### src/rtl/bram_port_arbiter_if.sv
// One requester-side link to the BRAM port arbiter: request handshake plus read return.
// The requester drives valid/wr/addr/wdata and holds them until it sees ready.
interface bram_port_arbiter_if #(
    parameter int ADDR_BITS = 11,
    parameter int DATA_BITS = 16
);
    logic                 valid;
    logic                 ready;
    logic                 wr;
    logic [ADDR_BITS-1:0] addr;
    logic [DATA_BITS-1:0] wdata;
    logic                 rvalid;
    logic [DATA_BITS-1:0] rdata;

    modport master (output valid, output wr, output addr, output wdata,
                    input  ready, input  rvalid, input  rdata);
    modport slave  (input  valid, input  wr, input  addr, input  wdata,
                    output ready, output rvalid, output rdata);
endinterface

### src/rtl/bram_port_arbiter.sv
// Round-robin arbiter sharing one registered-read BRAM port between two requesters,
// with an optional memory clear sequence after reset.
module bram_port_arbiter #(
    parameter int ADDR_BITS      = 11,
    parameter int DATA_BITS      = 16,
    parameter bit CLEAR_ON_RESET = 1'b1
) (
    input  logic                 clk,
    input  logic                 rst,
    bram_port_arbiter_if.slave   r0,
    bram_port_arbiter_if.slave   r1,
    output logic                 mem_wr,
    output logic [ADDR_BITS-1:0] mem_addr,
    output logic [DATA_BITS-1:0] mem_din,
    input  logic [DATA_BITS-1:0] mem_dout,
    output logic                 init_done,
    output logic                 dbg_state
);
    // Handshake: a request transfers in a cycle where valid and ready are both high;
    // ready is combinational, at most one requester sees it, and never without valid.
    typedef enum logic {S_INIT = 1'b0, S_RUN = 1'b1} state_t;
    localparam state_t RESET_STATE = (CLEAR_ON_RESET != 1'b0) ? S_INIT : S_RUN;

    state_t               state;
    logic [ADDR_BITS-1:0] cnt;
    logic                 last_grant;
    logic [1:0]           tag_v;
    logic [1:0]           tag_id;

    logic                 run;
    logic                 g0, g1;
    logic                 accept, sel;
    logic                 req_wr;
    logic [ADDR_BITS-1:0] req_addr;
    logic [DATA_BITS-1:0] req_wdata;
    logic                 rd_accept;

    // On a tie the requester that did not win last time goes next.
    assign run       = (state == S_RUN) && !rst;
    assign g0        = r0.valid && (!r1.valid || last_grant);
    assign g1        = r1.valid && (!r0.valid || !last_grant);
    assign r0.ready  = run && g0;
    assign r1.ready  = run && g1;
    assign accept    = r0.ready || r1.ready;
    assign sel       = r1.ready;
    assign req_wr    = sel ? r1.wr    : r0.wr;
    assign req_addr  = sel ? r1.addr  : r0.addr;
    assign req_wdata = sel ? r1.wdata : r0.wdata;
    assign rd_accept = accept && !req_wr;

    // Stage 1 covers the registered address, stage 2 the BRAM's output register.
    assign r0.rvalid = tag_v[1] && !tag_id[1];
    assign r1.rvalid = tag_v[1] &&  tag_id[1];
    assign r0.rdata  = mem_dout;
    assign r1.rdata  = mem_dout;

    assign init_done = (state == S_RUN);
    assign dbg_state = state;

    always_ff @(posedge clk or posedge rst) begin
        if (rst) begin
            state      <= RESET_STATE;
            cnt        <= '0;
            mem_wr     <= 1'b0;
            mem_addr   <= '0;
            mem_din    <= '0;
            last_grant <= 1'b1;
            tag_v      <= '0;
            tag_id     <= '0;
        end else begin
            tag_v  <= {tag_v[0], rd_accept};
            tag_id <= {tag_id[0], sel};
            case (state)
                S_INIT: begin
                    mem_wr   <= 1'b1;
                    mem_din  <= '0;
                    mem_addr <= cnt;
                    cnt      <= cnt + 1'b1;
                    if (cnt == {ADDR_BITS{1'b1}}) state <= S_RUN;
                end
                default: begin
                    mem_wr <= accept && req_wr;
                    if (accept) begin
                        mem_addr   <= req_addr;
                        mem_din    <= req_wdata;
                        last_grant <= sel;
                    end
                end
            endcase
        end
    end
endmodule
### src/flat_wrapper.sv
// flat-port wrapper written by rule: the top's interface ports become plain ports
module bram_port_arbiter_flat 
#(
    parameter int ADDR_BITS      = 11,
    parameter int DATA_BITS      = 16,
    parameter bit CLEAR_ON_RESET = 1'b1
)
  (clk, rst, mem_wr, mem_addr, mem_din, mem_dout, init_done, dbg_state, r0_valid, r0_wr, r0_addr, r0_wdata, r0_ready, r0_rvalid, r0_rdata, r1_valid, r1_wr, r1_addr, r1_wdata, r1_ready, r1_rvalid, r1_rdata);
  bram_port_arbiter_if #(.ADDR_BITS(ADDR_BITS), .DATA_BITS(DATA_BITS)) r0_i ();
  bram_port_arbiter_if #(.ADDR_BITS(ADDR_BITS), .DATA_BITS(DATA_BITS)) r1_i ();
  input  logic clk;
  input  logic rst;
  output logic mem_wr;
  output logic [ADDR_BITS-1:0] mem_addr;
  output logic [DATA_BITS-1:0] mem_din;
  input  logic [DATA_BITS-1:0] mem_dout;
  output logic init_done;
  output logic dbg_state;
  input wire logic [$bits(r0_i.valid)-1:0] r0_valid;
  input wire logic [$bits(r0_i.wr)-1:0] r0_wr;
  input wire logic [$bits(r0_i.addr)-1:0] r0_addr;
  input wire logic [$bits(r0_i.wdata)-1:0] r0_wdata;
  output wire logic [$bits(r0_i.ready)-1:0] r0_ready;
  output wire logic [$bits(r0_i.rvalid)-1:0] r0_rvalid;
  output wire logic [$bits(r0_i.rdata)-1:0] r0_rdata;
  input wire logic [$bits(r1_i.valid)-1:0] r1_valid;
  input wire logic [$bits(r1_i.wr)-1:0] r1_wr;
  input wire logic [$bits(r1_i.addr)-1:0] r1_addr;
  input wire logic [$bits(r1_i.wdata)-1:0] r1_wdata;
  output wire logic [$bits(r1_i.ready)-1:0] r1_ready;
  output wire logic [$bits(r1_i.rvalid)-1:0] r1_rvalid;
  output wire logic [$bits(r1_i.rdata)-1:0] r1_rdata;
  assign r0_i.valid = r0_valid;
  assign r0_i.wr = r0_wr;
  assign r0_i.addr = r0_addr;
  assign r0_i.wdata = r0_wdata;
  assign r0_ready = r0_i.ready;
  assign r0_rvalid = r0_i.rvalid;
  assign r0_rdata = r0_i.rdata;
  assign r1_i.valid = r1_valid;
  assign r1_i.wr = r1_wr;
  assign r1_i.addr = r1_addr;
  assign r1_i.wdata = r1_wdata;
  assign r1_ready = r1_i.ready;
  assign r1_rvalid = r1_i.rvalid;
  assign r1_rdata = r1_i.rdata;
  bram_port_arbiter #(.ADDR_BITS(ADDR_BITS), .DATA_BITS(DATA_BITS), .CLEAR_ON_RESET(CLEAR_ON_RESET)) u_core (.clk(clk), .rst(rst), .r0(r0_i), .r1(r1_i), .mem_wr(mem_wr), .mem_addr(mem_addr), .mem_din(mem_din), .mem_dout(mem_dout), .init_done(init_done), .dbg_state(dbg_state));
endmodule
### config.mk
export PLATFORM = sky130hd
export DESIGN_NAME = bram_port_arbiter_flat
export DESIGN_NICKNAME = d
export VERILOG_FILES = /design/src/rtl/bram_port_arbiter_if.sv /design/src/rtl/bram_port_arbiter.sv /design/src/flat_wrapper.sv
export SDC_FILE = /design/constraint.sdc
export NUM_CORES = 1
export LEC_CHECK = 0
export ABC_AREA = 1
export ABC_CLOCK_PERIOD_IN_PS = 2000
export CAP_MARGIN = 20
export CORE_ASPECT_RATIO = 0.5
export CORE_MARGIN = 3
export CORE_UTILIZATION = 63
export CTS_CLUSTER_SIZE = 14
export DETAILED_ROUTE_END_ITERATION = 16
export DONT_BUFFER_PORTS = 1
export PLACE_DENSITY = 0.9
export SLEW_MARGIN = 15
export SYNTH_ARGS = -nofsm -noshare
export SYNTH_HDL_FRONTEND = slang
export SYNTH_SLANG_ARGS = --single-unit
### constraint.sdc
create_clock -name clk -period 2 [get_ports clk]
set_input_delay 0.3 -clock clk [delete_from_list [all_inputs] [get_ports clk]]
set_output_delay 0.3 -clock clk [all_outputs]
set_load 0.005 [all_outputs]
==> results of run 1 <==
power by group:
| part | internal, mW | switching [mW] | total [mW] | leakage [nW] |
|---|---|---|---|---|
| sequential | 0.909 | 0 | 0.909 | 0.596 |
| combinational | 0.0207 | 0.0437 | 0.0645 | 0.966 |
| clock | 0.287 | 0.333 | 0.620 | 0.0518 |
| total | 1.22 | 0.377 | 1.59 | 1.61 |
sequential cells by signal, summed over array words and instances, names as in the netlist:
name	cells
u_core.mem_din	16
u_core.cnt	11
u_core.mem_addr	11
u_core.tag_id	2
u_core.tag_v	2
u_core.dbg_state	1
u_core.last_grant	1
u_core.mem_wr	1
layout by cell type, fill, tap and decap left out, types with 2 or more instances in the layout:
master      n
nor2_1     45
nand2_1   127
buf_4       9
o21ai_0     2
nand3_2     3
clkbuf_8    6
dfrtp_1    44
inv_2       3
xor2_1      5
nand4_1     4
inv_1      86
nand3_1    31
final cells by class:
cell class | instances | area, um^2 | share of cell area
timing repair buffer | 10 | 77.6 | 0.0291
tap | 54 | 67.6 | 0.0254
multi-input combinational | 222 | 946 | 0.355
sequential | 45 | 1130 | 0.424
clock buffer | 6 | 82.6 | 0.0310
inverter | 91 | 343 | 0.129
clock inverter | 2 | 17.5 | 0.00658
worst max-delay path by stage:
stage,end,depth (start not counted)
2_1_floorplan,r1_ready,5
3_5_place_dp,u_core.mem_din[8]$_DFFE_PP0P_,6
4_1_cts,r1_ready,5
5_1_grt,r1_ready,5
6_report,r1_ready,5
3_3_place_gp,u_core.mem_din[6]$_DFFE_PP0P_,6
per-stage QoR:
stage | hold WS, ns | power (mW)
after global routing | 0.197 | 1.66
after global placement | 0.162 | 0.987
after detailed placement | 0.169 | 0.991
after CTS | 0.189 | 1.60
after floorplan | 0.331 | 1.03
final | 0.192 | 1.59
timing repair:
item / 4_1_cts / 5_1_grt
setup endpoints to repair: 0 / 17
endpoints found under the hold margin: 12 / 0
hold buffers: 1 / 0
resized for setup: 0 / 2
critical path: cells and delay by family:
| kind | cells | cell delay [ns] |
|---|---|---|
| simple gates | 2 | 0.31 |
| buf+inv | 3 | 1.02 |
kinds of logic (layout without fill, tap and decap cells):
logic type,count (synthesis),in the layout,synth area share
buffers and inverters,137,109,0.245
adders and majority gates,1,1,0.00457
xor gates and xnor gates,5,5,0.0160
AOI/OAI and AO/OA,5,5,0.0100
and+or+nand+nor,211,211,0.313
DFF,45,45,0.411
routing by layer:
metal,part of all wire,wire length [um],GRT usage,up-vias
li1,-,-,-,1071
met1,0.40,2460,0.290,1033
met2,0.49,3010,0.406,87
met3,0.073,444,0.0611,32
met4,0.034,208,0.122,0
met5,0,0,0,-
==> impl_metrics.env, run 1 <==
export IMPL_worstReg2RegEnd="u_core.cnt[7]$_DFFE_PP0N_"
export IMPL_cts_buffers=5
export IMPL_clock_latency_ns=0.31
export IMPL_routed_wl_mm=6.12
export IMPL_path_max_fanout=18
export IMPL_grt_pass1_vias=2086
export IMPL_r2r_start="u_core.dbg_state$_DFF_PP0_"
export IMPL_r2r_setup_slack_ns=0.46
export IMPL_drcViolationCount=0
export IMPL_track_usage=0.240
export IMPL_startpoint="rst"
export IMPL_grt_max_degree=22
export IMPL_antenna_found_initial=0
export IMPL_synth_area_um2=2740
export IMPL_synth_top_cell_by_area="dfrtp_1"
export IMPL_rr_worst_depth=7
export IMPL_die_y_um=52.6
export IMPL_cp_cell_sequence="dlygate4sd3_1 -> clkinv_2 -> nand3_2 -> nor2_2 -> buf_4"
export IMPL_drive_gt1_frac=0.0691
export IMPL_rows=16
export IMPL_grt_pass1_wl_mm=9.80
export IMPL_grt_overflow=0
export IMPL_timing_hold_worst_endpoint="u_core.mem_din[15]$_DFFE_PP0P_"
export IMPL_n_fill_cell=346
export IMPL_ys_flop_type="dfrtp_1"
export IMPL_fin_crit_sh=0.969
export IMPL_diodes=0
export IMPL_vias=2223
export IMPL_worstHoldPathType="in -> reg"
export IMPL_postPlaceCellArea_um2=2540
export IMPL_area_growth_pct=-2.88
export IMPL_ant_nets=0
export IMPL_dpl_hpwl_mm=4.60
export IMPL_clk_pin_slew_ns=0.09
export IMPL_cts_tree="built"
export IMPL_synthCells=404
export IMPL_preCtsSetupSlack_ns=0.274
export IMPL_setup_viol=0
export IMPL_min_delay_path_depth=4
export IMPL_report_final_slew_viol_count=0
export IMPL_io_buffer_count=0
export IMPL_yosys_warnings=0
export IMPL_place_inst=421
export IMPL_fp_dieW_um=99.3
export IMPL_fin_cells=430
export IMPL_drtIter0Drc=86
export IMPL_start_util=0.678
export IMPL_cpPeakStageDelay_ns=0.55
export IMPL_synth_nets=481
export IMPL_synth_enable_flop_cells=0
export IMPL_power_density_nw_per_um2=599
export IMPL_final_setup_skew_ns=0.00746
export IMPL_cts_setup_buffers=0
export IMPL_fin_area_um2=2660
export IMPL_final_nets=452
export IMPL_async_flop_share=1.00
export IMPL_worst_slew_pin_transition_ns=0.285
export IMPL_seq_area_frac_synth=0.411
export IMPL_cts_root_buf="clkbuf_8"
export IMPL_cp_start_kind="primary input"
export IMPL_hold_violations=0
export IMPL_peakVddDrop_mv=0.246
export IMPL_crit_required_ns=1.70
export IMPL_finalWorstSetupSlack_ns=0.0625
export IMPL_min_from="r1_wdata[15]"
export IMPL_finalCriticalPeriod_ns=1.94
export IMPL_clock_sinks=45
export IMPL_cts_path_max_buffers=2
export IMPL_fmax_ghz=0.516
export IMPL_cts_htree_levels=2
export IMPL_setup_worst_path_class="in -> out"
export IMPL_synth_top_cell_area_share=0.402
export IMPL_status="finished, final reports clean"
export IMPL_synthTopCellsByArea="dfrtp_1 40%, nand2_1 17%, inv_1 12%"
export IMPL_rsz0062_at_grt="no"
export IMPL_tns_ns=0
export IMPL_synth_seq_cells=45
export IMPL_setup_worst_path_end_class="output pin"
export IMPL_gp_congestion=0.869
export IMPL_worstPathArrival_ns=1.64
export IMPL_fin_util=0.658
export IMPL_io_pins=142
export IMPL_dieArea_um2=5220
export IMPL_synth_most_common_cell="nand2_1"
export IMPL_maxSlewHeadroom=0.810
export IMPL_synth_distinct_cells=21
export IMPL_fp_coreArea_um2=4040
export IMPL_p_leak_nw=1.61
export IMPL_wire_per_inst_um=14.2
export IMPL_synth_common_cells="127 x nand2_1, 86 x inv_1, 45 x nor2_1, 44 x dfrtp_1, 36 x buf_4"
export IMPL_cap_viol_max_count=0
export IMPL_drt_pass1_iterations=4
export IMPL_cp_slowest_cell="dlygate4sd3_1"
export IMPL_syn_area_per_cell_um2=6.78
export IMPL_vias_per_cell=5.17
Note: power is estimated with default switching activity, not from simulation.
==> run 2, diff against run 1 <==
- CAP_MARGIN: 20 -> default
- TNS_END_PERCENT: default -> 100
==> results of run 2 <==
The final DEF is identical to that of run 1; final timing and power are the same.
==> run 3, diff against run 2 <==
- CELL_PAD_IN_SITES_DETAIL_PLACEMENT: default -> 1
- CELL_PAD_IN_SITES_GLOBAL_PLACEMENT: default -> 2
- CORE_UTILIZATION: 63 -> 31
- PLACE_DENSITY: 0.9 -> 0.89
==> impl_metrics.env, run 3 (synthesized netlist as in run 1, its figures left out) <==
export IMPL_timing_hold_worst_endpoint="u_core.tag_v[0]$_DFF_PP0_"
export IMPL_peakVddDrop_mv=0.323
export IMPL_hold_violations=0
export IMPL_r2r_start="u_core.dbg_state$_DFF_PP0_"
export IMPL_io_pins=142
export IMPL_fmax_ghz=0.547
export IMPL_vias_per_cell=4.31
export IMPL_fp_dieW_um=139
export IMPL_finalCriticalPeriod_ns=1.83
export IMPL_power_mw=1.75
export IMPL_layout_commonest_cell="nand2_1"
export IMPL_cap_viol_max_count=0
export IMPL_maxSlewHeadroom=0.678
export IMPL_cp_cell_sequence="dlygate4sd3_1 -> clkinv_2 -> nand3_2 -> nor2_2 -> buf_4"
export IMPL_status="finished, final reports clean"
export IMPL_fin_area_um2=2780
export IMPL_setup_worst_path_end_class="output pin"
export IMPL_n_fill_cell=1101
export IMPL_p_sw_uw=362
export IMPL_path_buf_inv=3
export IMPL_setup_worst_path_class="in -> out"
export IMPL_cts_buffers=5
export IMPL_final_setup_skew_ns=0.00434
export IMPL_diodes=0
export IMPL_min_from="r1_wr"
export IMPL_path_max_fanout=15
export IMPL_cp_start_kind="primary input"
export IMPL_cpPeakStageDelay_ns=0.56
export IMPL_antenna_found_initial=0
export IMPL_grt_pass1_vias=2158
export IMPL_fin_cells=488
export IMPL_report_final_slew_viol_count=0
export IMPL_place_inst=479
export IMPL_largest_reg_flops=16
export IMPL_crit_required_ns=1.70
export IMPL_cts_root_buf="clkbuf_16"
export IMPL_p_leak_nw=1.63
export IMPL_worstHoldPathType="in -> reg"
export IMPL_crit_family="buffers and inverters"
export IMPL_clock_sinks=45
export IMPL_die_y_um=72.5
export IMPL_worstPathArrival_ns=1.53
export IMPL_start_util=0.331
export IMPL_vias=2101
export IMPL_cts_path_max_buffers=2
export IMPL_use_met1=0.168
export IMPL_dieArea_um2=10100
export IMPL_r2r_setup_slack_ns=0.51
export IMPL_p_int_mw=1.39
export IMPL_largest_register="u_core.mem_din"
export IMPL_rr_worst_depth=6
export IMPL_fin_crit_sh=0.915
export IMPL_top_regs="u_core.mem_din x16, u_core.cnt x11, u_core.mem_addr x11"
export IMPL_layout_common_cells="127 x nand2_1, 86 x inv_1, 45 x nor2_1, 44 x dfrtp_1, 32 x nand3_1"
export IMPL_clk_pin_slew_ns=0.06
export IMPL_grt_overflow=0
export IMPL_setup_viol=0
export IMPL_grt_pass1_wl_mm=10.6
export IMPL_drcViolationCount=0
export IMPL_p_clk_frac=0.444
export IMPL_wire_per_inst_um=13.3
export IMPL_seqCellArea_um2=1130
export IMPL_path_depth=5
export IMPL_io_buffer_count=0
export IMPL_drtIter0Drc=59
export IMPL_grt_met3_usage=0.0329
export IMPL_power_density_nw_per_um2=630
export IMPL_worst_slew_pin_transition_ns=0.483
export IMPL_clock_latency_ns=0.28
export IMPL_drive_gt1_frac=0.0638
export IMPL_routed_wl_mm=6.48
export IMPL_multi_input_area_um2=941
export IMPL_rsz0062_at_grt="no"
export IMPL_p_sw_frac=0.207
export IMPL_cts_tree="built"
export IMPL_drt_pass1_iterations=4
export IMPL_grt_max_degree=38
export IMPL_grt_met2_usage=0.218
export IMPL_rows=23
export IMPL_fp_coreArea_um2=8290
export IMPL_seq_power_share=0.520
export IMPL_worstReg2RegEnd="u_core.mem_wr$_DFF_PP0_"
export IMPL_postPlaceCellArea_um2=2630
export IMPL_top_usage_layer="met2"
export IMPL_dpl_hpwl_mm=5.11
export IMPL_min_delay_path_depth=3
export IMPL_cp_slowest_cell="dlygate4sd3_1"
export IMPL_gp_congestion=0.733
export IMPL_cts_htree_levels=2
export IMPL_final_nets=452
export IMPL_tns_ns=0
export IMPL_combPwrFrac=0.036
export IMPL_area_growth_pct=1.46
export IMPL_ant_nets=0
export IMPL_track_usage=0.131
-- run 3: worst reg2reg max path, delay by kind of cell, from the launching register on --
| family | cells | cell delay (ns) |
|---|---|---|
| flops | 1 | 0.63 |
| simple gates | 5 | 0.53 |
| buf+inv | 1 | 0.22 |
-- run 3: cell type report --
class                   count  share of cell area
repair buffers             10              0.0324
flip-flops and latches     45               0.405
multi-input cells         222               0.338
clock inverters             2             0.00360
inverters                  91               0.123
well taps                 112              0.0504
clock buffers               6              0.0464
-- run 3: power groups by stage --
stage / Sequential (mW) / Clock, mW / Combinational (mW)
6_report: 0.911 / 0.777 / 0.0628
4_1_cts: 0.910 / 0.820 / 0.0662
2_1_floorplan: 0.927 / 0 / 0.100
3_3_place_gp: 0.927 / 0 / 0.0640
5_1_grt: 0.910 / 0.841 / 0.0768
3_5_place_dp: 0.927 / 0 / 0.0641
-- run 3: stage by stage --
stage,hold WS (ns),worst slack (ns),util
after floorplan,0.331,0.258,-
after global placement,0.149,0.533,0.317
final,0.220,0.170,0.335
after global routing,0.233,0.0459,0.335
after CTS,0.210,0.0733,0.335
after detailed placement,0.149,0.469,0.317
-- run 3: how the worst max path moves through the flow --
stage                               start  slack [ns]                             end
5_1_grt                               rst        0.05                        r1_ready
2_1_floorplan                         rst        0.26                        r1_ready
4_1_cts                               rst        0.07                        r1_ready
6_report                              rst        0.17                        r1_ready
3_3_place_gp   u_core.dbg_state$_DFF_PP0_        0.53  u_core.mem_addr[9]$_DFFE_PP0P_
3_5_place_dp   u_core.dbg_state$_DFF_PP0_        0.47         u_core.mem_wr$_DFF_PP0_
-- run 3: routing by layer --
| metal | part of all wire | vias to the layer above |
|---|---|---|
| li1 | - | 1070 |
| met2 | 0.48 | 38 |
| met3 | 0.053 | 16 |
| met1 | 0.45 | 977 |
| met4 | 0.014 | 0 |
| met5 | 0 | - |
-- run 3: what timing repair did --
item / 4_1_cts / 5_1_grt
endpoints found under the setup margin: 0 / 1
resized for setup: 0 / 1
setup buffers: 0 / 0
hold buffers: 1 / 0
hold endpoints to repair: 8 / 0
==> edit: new RTL, flow settings as in run 1 <==
`DATA_BITS` is set to 16 in 3 places; all go to 14.
--- a/src/rtl/bram_port_arbiter_if.sv
+++ b/src/rtl/bram_port_arbiter_if.sv
@@ -2,7 +2,7 @@
 // The requester drives valid/wr/addr/wdata and holds them until it sees ready.
 interface bram_port_arbiter_if #(
     parameter int ADDR_BITS = 11,
-    parameter int DATA_BITS = 16
+    parameter int DATA_BITS = 14
 );
     logic                 valid;
     logic                 ready;
--- a/src/rtl/bram_port_arbiter.sv
+++ b/src/rtl/bram_port_arbiter.sv
@@ -2,7 +2,7 @@
 // with an optional memory clear sequence after reset.
 module bram_port_arbiter #(
     parameter int ADDR_BITS      = 11,
-    parameter int DATA_BITS      = 16,
+    parameter int DATA_BITS      = 14,
     parameter bit CLEAR_ON_RESET = 1'b1
 ) (
     input  logic                 clk,
--- a/src/flat_wrapper.sv
+++ b/src/flat_wrapper.sv
@@ -2,7 +2,7 @@
 module bram_port_arbiter_flat 
 #(
     parameter int ADDR_BITS      = 11,
-    parameter int DATA_BITS      = 16,
+    parameter int DATA_BITS      = 14,
     parameter bit CLEAR_ON_RESET = 1'b1
 )
   (clk, rst, mem_wr, mem_addr, mem_din, mem_dout, init_done, dbg_state, r0_valid, r0_wr, r0_addr, r0_wdata, r0_ready, r0_rvalid, r0_rdata, r1_valid, r1_wr, r1_addr, r1_wdata, r1_ready, r1_rvalid, r1_rdata);
Interface: changed (6 resized); port bits go from 142 to 130. The function was not compared with the original's and may differ.
==> edit against run 1 <==
- global-route usage decreased by 0.85 points
- setup slack gained 0.11 ns
- final area decreased by 4.8%
- routed wire length fell by 8.3%
- highest routed layer unchanged
- area after synthesis fell by 5.0%
- total power decreased by 3.5%
- sequential cell count fell by 2
- critical endpoint is now u_core.mem_addr[3]$_DFFE_PP0P_
- via count is 6.2% lower
- fmax up 5.8%
==> edit: results (changes against run 1) <==
| Metric | Value |
|---|---|
| Top flop regs | u_core.mem_din x14, u_core.cnt x11, u_core.mem_addr x11 (was u_core.mem_din x16, u_core.cnt x11, u_core.mem_addr x11) |
| Post-synth top cells | nand2_1, inv_1, nor2_1, dfrtp_1, buf_4 (unchanged) |
| Share of total power in sequential cells | 56.4% (was 57.0%) |
| R2R depth | 5 (was 7) |
| Least-Margin Pin Slew | 0.684 ns (was 0.285 ns) |
| Sequential share of cell area | 42.5% (was 42.4%) |
| Vias per inst | 5.15 (was 5.17) |
| FILL cells | 299 (was 346) |
| R2R setup slack | 0.37 ns (was 0.46 ns) |
| Delay-heaviest family, CP | simple AND/OR/NAND/NOR gates (was buffers and inverters) |
| First DRT Iteration DRCs | 134 (was 86) |
| Met1 usage | 26.6% (was 29.0%) |
| Slowest-stage cell, CP | nand4_2 (was dlygate4sd3_1) |
| Leakage | 1.54 nW (was 1.61 nW) |
| Largest net degree at the start of global routing | 29 (was 22) |
| GR Util met2 | 41.0% (was 40.6%) |
| WHS Path Cells | 3 (was 4) |
| Sink Count | 43 (was 45) |
| Hold Crit Start | r1_wr (was r1_wdata[15]) |
| Detail Route met3 WL | 355 um (was 444 um) |
| GR met3 Demand/Resource | 5.99% (was 6.11%) |
| Largest cells by area after synthesis | dfrtp_1, nand2_1, inv_1, buf_4, nor2_1 (unchanged) |
| Comb_multi_in | 210 (was 222) |
| Outcome | finished clean (unchanged) |
| Clkbuf count | 8 (was 6) |
| Worst skew pair latency | 0.29 ns (was 0.31 ns) |
| Distinct cells, synth | 23 (was 21) |
| Post-DP HPWL | 4040 um (was 4600 um) |
-- edit: cells by family (layout without fill, tap and decap cells) --
kind of cell | Yosys count | after routing | synth area share, %
xor gates and xnor gates | 5 | 5 | 1.68
buffers and inverters | 127 | 101 | 23.6
AOI/OAI and AO/OA | 8 | 8 | 1.63
DFF | 43 | 43 | 41.4
adders and majority gates | 1 | 1 | 0.481
and+or+nand+nor | 195 | 196 | 31.2
-- edit: per-stage QoR --
stage / setup slack, ns / instances / total power (W) / utilization [%] / cell area, sq um
after floorplan: 0.296 / 379 / 0.000978 / - / 2600
after global placement: 0.340 / 394 / 0.000942 / 65.1 / 2410
after detailed placement: 0.196 / 394 / 0.000946 / 65.1 / 2410
after CTS: 0.0875 / 404 / 0.00155 / 68.3 / 2530
after global routing: 0.00136 / 405 / 0.00159 / 68.5 / 2530
final: 0.168 / 405 / 0.00154 / 68.5 / 2530
-- edit: what timing repair did --
action,CTS,global route
setup endpoints to repair,0,1
buffers inserted,0,0
hold buffers,2,0
endpoints found under the hold margin,12,0
